==> src/rtl/matrix_mult_pkg.sv <==
// Shared types and default widths for the matrix_mult result return path.
package matrix_mult_pkg;

  localparam int DEF_DRIVER_WIDTH = 8;
  localparam int DEF_WORD_WIDTH   = 32;

  typedef enum logic [2:0] {
    CAP_IDLE    = 3'd0,
    CAP_ARMED   = 3'd1,
    CAP_CAPTURE = 3'd2,
    CAP_FLUSH   = 3'd3,
    CAP_DONE    = 3'd4
  } capture_state_e;

endpackage

==> src/rtl/beat_packer.sv <==
// Assembles DRIVER_WIDTH beats LSB-first into one WORD_WIDTH word.
// word_o already includes the beat being accepted, so the top can register it on the last beat.
module beat_packer #(
  parameter int DRIVER_WIDTH = 8,
  parameter int WORD_WIDTH   = 32
) (
  input  logic                    clk_i,
  input  logic                    rstn_async_i,
  input  logic                    clear_i,
  input  logic                    accept_i,
  input  logic [DRIVER_WIDTH-1:0] beat_i,
  output logic [WORD_WIDTH-1:0]   word_o,
  output logic                    word_done_o,
  output logic                    idx_zero_o
);

  localparam int BEATS = WORD_WIDTH / DRIVER_WIDTH;
  localparam int IW    = (BEATS > 1) ? $clog2(BEATS) : 1;
  localparam logic [IW-1:0] LAST_IDX = IW'(BEATS - 1);

  logic [IW-1:0]         idx_q;
  logic [WORD_WIDTH-1:0] acc_q;

  always_comb begin
    word_o = acc_q;
    for (int k = 0; k < BEATS; k++) begin
      if (accept_i && (idx_q == IW'(k))) begin
        word_o[k*DRIVER_WIDTH +: DRIVER_WIDTH] = beat_i;
      end
    end
  end

  assign word_done_o = accept_i && (idx_q == LAST_IDX);
  assign idx_zero_o  = (idx_q == '0);

  // The accumulator is cleared after each word so a forced flush comes out zero-padded.
  always_ff @(posedge clk_i or negedge rstn_async_i) begin
    if (!rstn_async_i) begin
      idx_q <= '0;
      acc_q <= '0;
    end else if (clear_i) begin
      idx_q <= '0;
      acc_q <= '0;
    end else if (accept_i) begin
      if (idx_q == LAST_IDX) begin
        idx_q <= '0;
        acc_q <= '0;
      end else begin
        idx_q <= idx_q + IW'(1);
        acc_q <= word_o;
      end
    end
  end

endmodule

==> src/rtl/driver_stream_capture.sv <==
// Captures the result driver stream into a memory port, one write per assembled word.
//
// state   | meaning
// IDLE    | after reset, waiting for start_i
// ARMED   | counters cleared, waiting for the first beat
// CAPTURE | assembling words, watching for stop code / timeout
// FLUSH   | one cycle while the zero-padded partial word is written
// DONE    | capture finished, done_o held until next start_i
module driver_stream_capture
  import matrix_mult_pkg::*;
#(
  parameter int DRIVER_WIDTH = DEF_DRIVER_WIDTH,
  parameter int WORD_WIDTH   = DEF_WORD_WIDTH,
  parameter int DEPTH        = 64,
  parameter int TIMEOUT      = 15
) (
  input  logic                     clk_i,
  input  logic                     rstn_async_i,
  input  logic                     en_i,
  input  logic                     start_i,
  input  logic [DRIVER_WIDTH-1:0]  stop_code_i,
  input  logic [DRIVER_WIDTH-1:0]  rx_data_i,
  input  logic                     rx_valid_i,
  output logic                     mem_cenb_o,
  output logic                     mem_wenb_o,
  output logic [$clog2(DEPTH)-1:0] mem_addr_o,
  output logic [WORD_WIDTH-1:0]    mem_d_o,
  output logic [$clog2(DEPTH):0]   word_count_o,
  output logic                     busy_o,
  output logic                     done_o,
  output logic                     overflow_o,
  output logic                     partial_o
);

  localparam int AW = $clog2(DEPTH);
  localparam int CW = AW + 1;
  localparam int TW = $clog2(TIMEOUT + 1);

  capture_state_e        state_q;
  logic [CW-1:0]         ptr_q;
  logic [TW-1:0]         tmr_q;
  logic                  overflow_q;
  logic                  partial_q;

  logic                  in_rx;
  logic                  is_stop;
  logic                  accept;
  logic                  start_go;
  logic                  timeout_hit;
  logic                  write_req;
  logic                  word_done;
  logic                  idx_zero;
  logic [WORD_WIDTH-1:0] word;

  assign in_rx       = (state_q == CAP_ARMED) || (state_q == CAP_CAPTURE);
  assign is_stop     = rx_valid_i && idx_zero && (rx_data_i == stop_code_i);
  assign accept      = en_i && rx_valid_i && in_rx && !is_stop;
  assign start_go    = en_i && start_i && ((state_q == CAP_IDLE) || (state_q == CAP_DONE));
  assign timeout_hit = en_i && (state_q == CAP_CAPTURE) && !rx_valid_i && !idx_zero &&
                       (tmr_q == TW'(1));
  assign write_req   = word_done || timeout_hit;

  beat_packer #(
    .DRIVER_WIDTH (DRIVER_WIDTH),
    .WORD_WIDTH   (WORD_WIDTH)
  ) u_packer (
    .clk_i        (clk_i),
    .rstn_async_i (rstn_async_i),
    .clear_i      (start_go || timeout_hit),
    .accept_i     (accept),
    .beat_i       (rx_data_i),
    .word_o       (word),
    .word_done_o  (word_done),
    .idx_zero_o   (idx_zero)
  );

  always_ff @(posedge clk_i or negedge rstn_async_i) begin
    if (!rstn_async_i) begin
      state_q    <= CAP_IDLE;
      ptr_q      <= '0;
      tmr_q      <= '0;
      overflow_q <= 1'b0;
      partial_q  <= 1'b0;
      mem_cenb_o <= 1'b1;
      mem_wenb_o <= 1'b1;
      mem_addr_o <= '0;
      mem_d_o    <= '0;
    end else begin
      // Strobes drop every cycle, even with en_i low, so a write is always single-cycle.
      mem_cenb_o <= 1'b1;
      mem_wenb_o <= 1'b1;
      if (en_i) begin
        case (state_q)
          CAP_IDLE, CAP_DONE: begin
            if (start_i) begin
              state_q    <= CAP_ARMED;
              ptr_q      <= '0;
              overflow_q <= 1'b0;
              partial_q  <= 1'b0;
            end
          end
          CAP_ARMED: begin
            if (rx_valid_i) begin
              state_q <= is_stop ? CAP_DONE : CAP_CAPTURE;
              tmr_q   <= TW'(TIMEOUT);
            end
          end
          CAP_CAPTURE: begin
            if (rx_valid_i) begin
              if (is_stop) state_q <= CAP_DONE;
              else         tmr_q   <= TW'(TIMEOUT);
            end else if (!idx_zero) begin
              if (tmr_q == TW'(1)) begin
                state_q   <= CAP_FLUSH;
                partial_q <= 1'b1;
              end else begin
                tmr_q <= tmr_q - TW'(1);
              end
            end
          end
          CAP_FLUSH: state_q <= CAP_DONE;
          default:   state_q <= CAP_IDLE;
        endcase

        // No wrap-around: once full, further words only raise overflow.
        if (write_req) begin
          if (ptr_q == CW'(DEPTH)) begin
            overflow_q <= 1'b1;
          end else begin
            mem_cenb_o <= 1'b0;
            mem_wenb_o <= 1'b0;
            mem_addr_o <= ptr_q[AW-1:0];
            mem_d_o    <= word;
            ptr_q      <= ptr_q + CW'(1);
          end
        end
      end
    end
  end

  assign word_count_o = ptr_q;
  assign busy_o       = in_rx;
  assign done_o       = (state_q == CAP_DONE);
  assign overflow_o   = overflow_q;
  assign partial_o    = partial_q;

endmodule

==> config.mk <==
export PLATFORM = sky130hd
export DESIGN_NAME = driver_stream_capture
export DESIGN_NICKNAME = d
export VERILOG_FILES = /design/src/rtl/matrix_mult_pkg.sv /design/src/rtl/beat_packer.sv /design/src/rtl/driver_stream_capture.sv
export SDC_FILE = /design/constraint.sdc
export NUM_CORES = 1
export LEC_CHECK = 0
export CAP_MARGIN = 10
export CORE_ASPECT_RATIO = 0.75
export CORE_MARGIN = 4
export CORE_UTILIZATION = 49
export CTS_CLUSTER_DIAMETER = 100
export CTS_CLUSTER_SIZE = 8
export DETAILED_ROUTE_END_ITERATION = 12
export PLACE_DENSITY = 0.76
export SLEW_MARGIN = 20
export SYNTH_ARGS = -nofsm -noshare
export SYNTH_HDL_FRONTEND = slang
export SYNTH_HIERARCHICAL = 1
export SYNTH_SLANG_ARGS = --single-unit
==> constraint.sdc <==
create_clock -name clk_i -period 2.5 [get_ports clk_i]
set_input_delay 0.375 -clock clk_i [delete_from_list [all_inputs] [get_ports clk_i]]
set_output_delay 0.375 -clock clk_i [all_outputs]
set_load 0.05 [all_outputs]
==> impl_metrics.yaml, run 1 <==
global_route:
  grtUsageMet3: 0.0538
  top_usage_layer: "met2"
  grt_pass1_wl_mm: 20.1
  antenna_found_initial: 0
  grt_use_met1: 0.303
  use_met2: 0.368
  grt_pass1_vias: 3992
  grt_max_degree: 52
  grt_overflow_total: 0
  grt.total_usage: 0.226
clocking:
  post_cts_buffers: 0
  cts_tree: "yes"
  cts_sinks: 89
  clockBufferDepth: 2
  cts_resized: 0
  insertion_delay_ns: 0.35
  cts_root_buf: "clkbuf_16"
  cts_hold_buf: 0
  clk_pin_slew_ns: 0.06
  htreeDepth: 3
  cts_buffers: 9
timing:
  relSlewSlack: 0.611
  worst-slew-pin-transition_ns: 0.584
  setup_violations: 0
  report.final.slew_viol_count: 0
  period_share: 0.950
  timing.final.ws_setup_ns: 0.126
  period_minus_slack_ns: 2.37
  clock_skew_ns: 0.00757
  grt_setup_unrepaired: "false"
  timing.fmax_ghz: 0.421
  hold_viol: 0
floorplan:
  dieWidth_um: 122
  die_height_um: 93.3
  num_rows: 30
  io_pins: 72
  core_area_mm2: 0.00923
  start_util: 0.514
  dieArea_mm2: 0.0113
place:
  place_inst: 684
  dp_worst_setup_slack_ns: -0.224
  place_hpwl_mm: 8.17
  place.port_buffers: 71
  gp_congestion: 0.839
synth:
  seq_area_frac_synth: 0.469
  synth_top_area_share: 0.464
  synth_area_mm2: 0.00475
  synth_seq_cells: 89
  yosysTopAreaCell: "dfrtp_1"
  ys_types: 58
  synth_area_leaders: "dfrtp_1, nand2_1, a221oi_2"
  syn_nets: 509
  synthCells: 480
  avgSynthCellArea_um2: 9.89
  async_flop_share: 1.00
  yosysWarnings: 6
  synth_edf_count: 0
  synth_ff_type: "dfrtp_1"
outcome:
  status: "finished clean"
power_and_ir_drop:
  leakage_uw: 0.00282
  power_density_mw_per_mm2: 1090
  vdd_drop_max_mv: 0.589
critical_path:
  worst_setup_path_start_kind: "input pin"
  crit_required_ns: 2.73
  worstPathCellList: "clkdlybuf4s50_1, xnor2_1, nand4_1, nor3_4, nor2_4, nand2_2, inv_1, o211a_1, inv_2, buf_12, nand3_1, o311ai_1"
  cpLargestDelayFamily: "buffers and inverters"
  cp.arrival_ns: 2.61
  crit_path_end_kind: "flop"
  worst-path-buf-inv: 4
  cp_slowest_cell: "clkdlybuf4s50_1"
  max_stage_delay_ns: 0.51
  crit_fanout: 22
  critPathKind: "input pin to flop"
routing:
  dr.pass1.iters: 5
  wl_mm: 11.9
  dr_total_vias: 3863
  drt.antenna.violating_nets: 0
  avgViaCountPerCell: 5.53
  drc: 0
  wl_per_cell_um: 17.1
  drtIter0Drc: 355
finish:
  n_antenna_cell: 0
  nFillCells: 774
  fin_cells: 699
  drive_above_1_share: 0.205
  area.growth.synth_to_final_pct: 28.2
  final_nets: 596
job:
  maxCapViolations: 0
hold_path:
  min_path_type: "input pin to asynchronous set/reset pin"
[final timing paths]
check | slack (ns) | cells past startpoint | start | endpoint
min in group clk_i | 0.47 | 2 | partial_o | partial_o
setup / recovery | 0.13 | 12 | rx_data_i[2] | word_count_o[4]
hold / removal | 0.007 | 1 | rstn_async_i | mem_addr_o[1]
setup reg to reg | 0.20 | 10 | state_q[2] | word_count_o[4]
hold reg to reg | 0.47 | 2 | partial_o | partial_o
max in group asynchronous | 1.78 | 2 | rstn_async_i | mem_wenb_o
[cells by family (layout without fill, tap and decap cells)]
| logic type | after synthesis | after routing | synth area share |
|---|---|---|---|
| fa+ha+maj | 8 | 8 | 0.0211 |
| flops | 89 | 89 | 0.469 |
| compound gates | 67 | 67 | 0.145 |
| buf+inv | 41 | 132 | 0.0535 |
| mux | 19 | 19 | 0.0448 |
| simple gates | 247 | 247 | 0.250 |
| xor+xnor | 9 | 9 | 0.0166 |
[flip-flops by register name, summed over array words and instances, names as in the netlist]
| name | cells |
|---|---|
| mem_d_o | 32 |
| u_packer/acc_q | 32 |
| word_count_o | 7 |
| mem_addr_o | 6 |
| tmr_q | 4 |
| state_q | 3 |
| u_packer/idx_q | 2 |
| mem_wenb_o | 1 |
| overflow_o | 1 |
| partial_o | 1 |
[cells in the mapped netlist, drive strengths merged, types with 2 or more instances]
library cell and n:
ha 8, a221o 4, or2 2, o21ai 4, nand3 35, inv 12
o31ai 3, buf 26, or3b 6, a221oi 17, and2 10, o22a 2
nand2 143, a31oi 5, o21a 2, clkbuf 3, nor4b 5, nand4b 4
a21bo 16, a21oi 3, o311ai 4, nand2b 21, nor4 2, nor2 9
xnor2 9, dfrtp 88, mux2 18, nor3 3
[metrics by stage]
stage                     utilization  instance area [um2]  hold WS, ns  power [uW]  setup TNS, ns
after global routing            0.659                 6090       0.0402        7020              0
final                           0.659                 6090      0.00660        6630              0
after floorplan                     -                 4760       0.0794        4270              0
after CTS                       0.659                 6090       0.0186        6660              0
after global placement          0.622                 5750        0.377        4960          -7.19
after detailed placement        0.622                 5750        0.392        5070         -11.25
[routing by layer]
| metal | wire length [um] | vias to the layer above |
|---|---|---|
| met1 | 5240 | 1904 |
| met2 | 5840 | 115 |
| met4 | 166 | 0 |
| met5 | 0 | - |
| li1 | - | 1827 |
| met3 | 675 | 17 |
[cell usage in the layout, fill, tap and decap left out, types with 2 or more instances in the layout]
cell type and count:
buf_4 31, o21a_1 2, o311ai_1 3, or2_2 2, nor2_1 8, a221oi_2 16
mux2_2 16, a31oi_1 5, clkdlybuf4s50_1 69, nand2_1 140, nand4b_1 4, dfrtp_1 88
or3b_1 4, nand2_2 3, a221o_1 4, nor4b_1 5, o31ai_1 3, and2_1 10
buf_12 5, xnor2_1 9, a21bo_2 15, o22a_1 2, inv_1 11, o21ai_1 4
nor4_1 2, nand3_1 35, mux2_1 2, ha_1 8, bufinv_16 3, clkbuf_16 9
nand2b_1 21
[layout make-up]
| cell class | count | area (um2) | area share |
|---|---|---|---|
| Clock buffer | 10 | 239 | 0.0393 |
| Inverter | 12 | 45.0 | 0.00740 |
| Tap cell | 128 | 160 | 0.0263 |
| Multi-Input combinational cell | 350 | 2290 | 0.376 |
| Timing Repair Buffer | 105 | 1020 | 0.168 |
| Clock inverter | 5 | 104 | 0.0171 |
| Sequential cell | 89 | 2230 | 0.366 |
[power by group]
group	total [uW]	internal (uW)	switching (uW)
registers	2100	1830	270
clock network	1550	998	556
logic	2970	1190	1780
[worst register-to-register path, stage by stage (launching register included)]
cell	delay, ns
dfrtp_1	0.46
or3b_4	0.48
nand2_2	0.10
nand3_1	0.14
nor2_4	0.16
nand2_2	0.07
inv_1	0.07
o211a_1	0.21
inv_2	0.06
buf_12	0.15
o311ai_1	0.30
Power figures use the tool's default switching activity.
==> inputs of run 2 (changes only) <==
Settings changed: CAP_MARGIN 10 to 20, CORE_ASPECT_RATIO 0.75 to 0.8.
==> run 2 against run 1 <==
Effect of this change: the flow now finishes with violations (hold timing); cell area shrank 0.53%; combinational power is essentially flat; fmax grew 2.0%; hold slack lost 0.010 ns; cell count shrank 0.86%; sequential power is essentially flat; clock skew shrank 0.0013 ns; flip-flop and latch count is the same; total power shrank 2.5%; clock-buffer cell count is the same; critical path depth is the same; critical path type unchanged; critical endpoint is now mem_d_o[26]; highest routed layer unchanged.
==> impl_metrics.yaml, run 2 (same netlist as run 1, synthesis figures left out) <==
routing:
  wl_mm: 11.8
  dr.pass1.iters: 5
  dr_total_vias: 3896
  drt.antenna.violating_nets: 0
  drtIter0Drc: 351
  wl_per_cell_um: 17.0
  drc: 0
  avgViaCountPerCell: 5.62
global_route:
  antenna_found_initial: 0
  grt_max_degree: 53
  grt.total_usage: 0.217
  grt_overflow_total: 0
  grt_pass1_vias: 3952
  grt_pass1_wl_mm: 19.6
timing:
  clock_skew_ns: 0.00623
  relSlewSlack: 0.608
  period_share: 0.931
  hold_viol: 2
  grt_setup_unrepaired: "false"
  period_minus_slack_ns: 2.33
  fin_setup_tns_ns: 0
  setup_violations: 0
  timing.fmax_ghz: 0.430
  worst-slew-pin-transition_ns: 0.588
  timing.hold.ws_ns: -0.00354
  report.final.slew_viol_count: 0
  timing.final.ws_setup_ns: 0.172
finish:
  nFillCells: 765
  final_cell_mix: "nand2_1, dfrtp_1, clkdlybuf4s50_1, buf_4, nand3_1"
  ff_latch_area_mm2: 0.00223
  final_nets: 602
  multi_input_area_mm2: 0.00229
  drive_above_1_share: 0.215
  final_common_cell: "nand2_1"
  area.growth.synth_to_final_pct: 27.5
  n_antenna_cell: 0
  fin_area_mm2: 0.00606
place:
  place_hpwl_mm: 8.26
  dpl_cell_area_mm2: 0.00575
  gp_congestion: 0.826
  dp_worst_setup_slack_ns: -0.127
  place.port_buffers: 71
clocking:
  clk_pin_slew_ns: 0.06
  clockBufferDepth: 2
  cts_hold_buf: 0
  cts_resized: 0
  cts_sinks: 89
  cts_buffers: 9
  insertion_delay_ns: 0.34
  post_cts_buffers: 0
  cts_tree: "yes"
  cts_root_buf: "clkbuf_16"
  htreeDepth: 3
floorplan:
  core_area_mm2: 0.00923
  num_rows: 31
  dieWidth_um: 118
  io_pins: 72
  die_height_um: 96.1
  dieArea_mm2: 0.0113
  start_util: 0.515
critical_path:
  worst-path-stages: 12
  reg2regPathDepth: 10
  worst-path-buf-inv: 4
  worst_setup_path_start_kind: "input pin"
  critPathKind: "input pin to flop"
  cpLargestDelayFamily: "buffers and inverters"
  crit_fanout: 18
  worstPathCellList: "clkdlybuf4s50_1, xnor2_1, nand3_1, nor3_4, nor2_4, nand2_2, inv_1, o211a_1, inv_2, buf_4, nand2_1, nand2_1"
  path_common_cell: "nand2_1"
  crit_path_end_kind: "flop"
  cp_slowest_cell: "clkdlybuf4s50_1"
  max_stage_delay_ns: 0.63
  cp.arrival_ns: 2.61
  crit_required_ns: 2.78
power_and_ir_drop:
  p_comb_frac: 0.462
  internal_power_uw: 3850
  sw_frac_of_total: 0.404
  pwr-share-clk: 0.213
  p_seq_frac: 0.325
  p_sw_uw: 2610
  leakage_uw: 0.00281
  vdd_drop_max_mv: 0.755
  power_density_mw_per_mm2: 1070
outcome:
  status: "finished with violations"
  violations: "hold timing"
hold_path:
  min_path_type: "input pin to asynchronous set/reset pin"
job:
  maxCapViolations: 0
-- run 2: power groups by stage --
stage,logic (uW),registers (uW),clock network [uW]
finish,2980,2100,1380
global route,3220,2150,1470
CTS,3000,2100,1400
detailed placement,2970,2120,0
global placement,2880,2090,0
floorplan,1610,2650,0
-- run 2: worst paths after layout --
path	from	to	slack [ns]
max in group asynchronous	rstn_async_i	mem_wenb_o	1.79
min in group clk_i	mem_d_o[1]	mem_d_o[1]	0.47
min reg2reg	mem_d_o[1]	mem_d_o[1]	0.47
max reg2reg	state_q[2]	word_count_o[4]	0.21
max	rx_data_i[1]	mem_d_o[26]	0.17
min	rstn_async_i	mem_addr_o[0]	-0.004
-- run 2: layer usage --
| metal | vias up | track usage | wire [um] |
|---|---|---|---|
| li1 | 1844 | - | - |
| met1 | 1914 | 0.284 | 5250 |
| met2 | 120 | 0.360 | 5640 |
| met3 | 18 | 0.0570 | 767 |
| met4 | 0 | 0.0585 | 150 |
| met5 | - | 0 | 0 |
-- run 2: final cells by class --
type                            count  share of cell area
Inverter                           12             0.00744
Multi-Input combinational cell    350               0.378
Tap cell                          115              0.0238
Sequential cell                    89               0.368
Timing Repair Buffer              111               0.172
Clock buffer                       10              0.0395
Clock inverter                      6              0.0112
-- run 2: per-stage QoR --
stage / utilization / cells / total power (uW) / hold slack, ns
2_1_floorplan: - / 480 / 4270 / 0.0794
3_3_place_gp: 0.623 / 677 / 4970 / 0.373
3_5_place_dp: 0.623 / 677 / 5090 / 0.383
4_1_cts: 0.656 / 693 / 6500 / 0.0206
5_1_grt: 0.656 / 693 / 6840 / 0.0329
6_report: 0.656 / 693 / 6460 / -0.00354
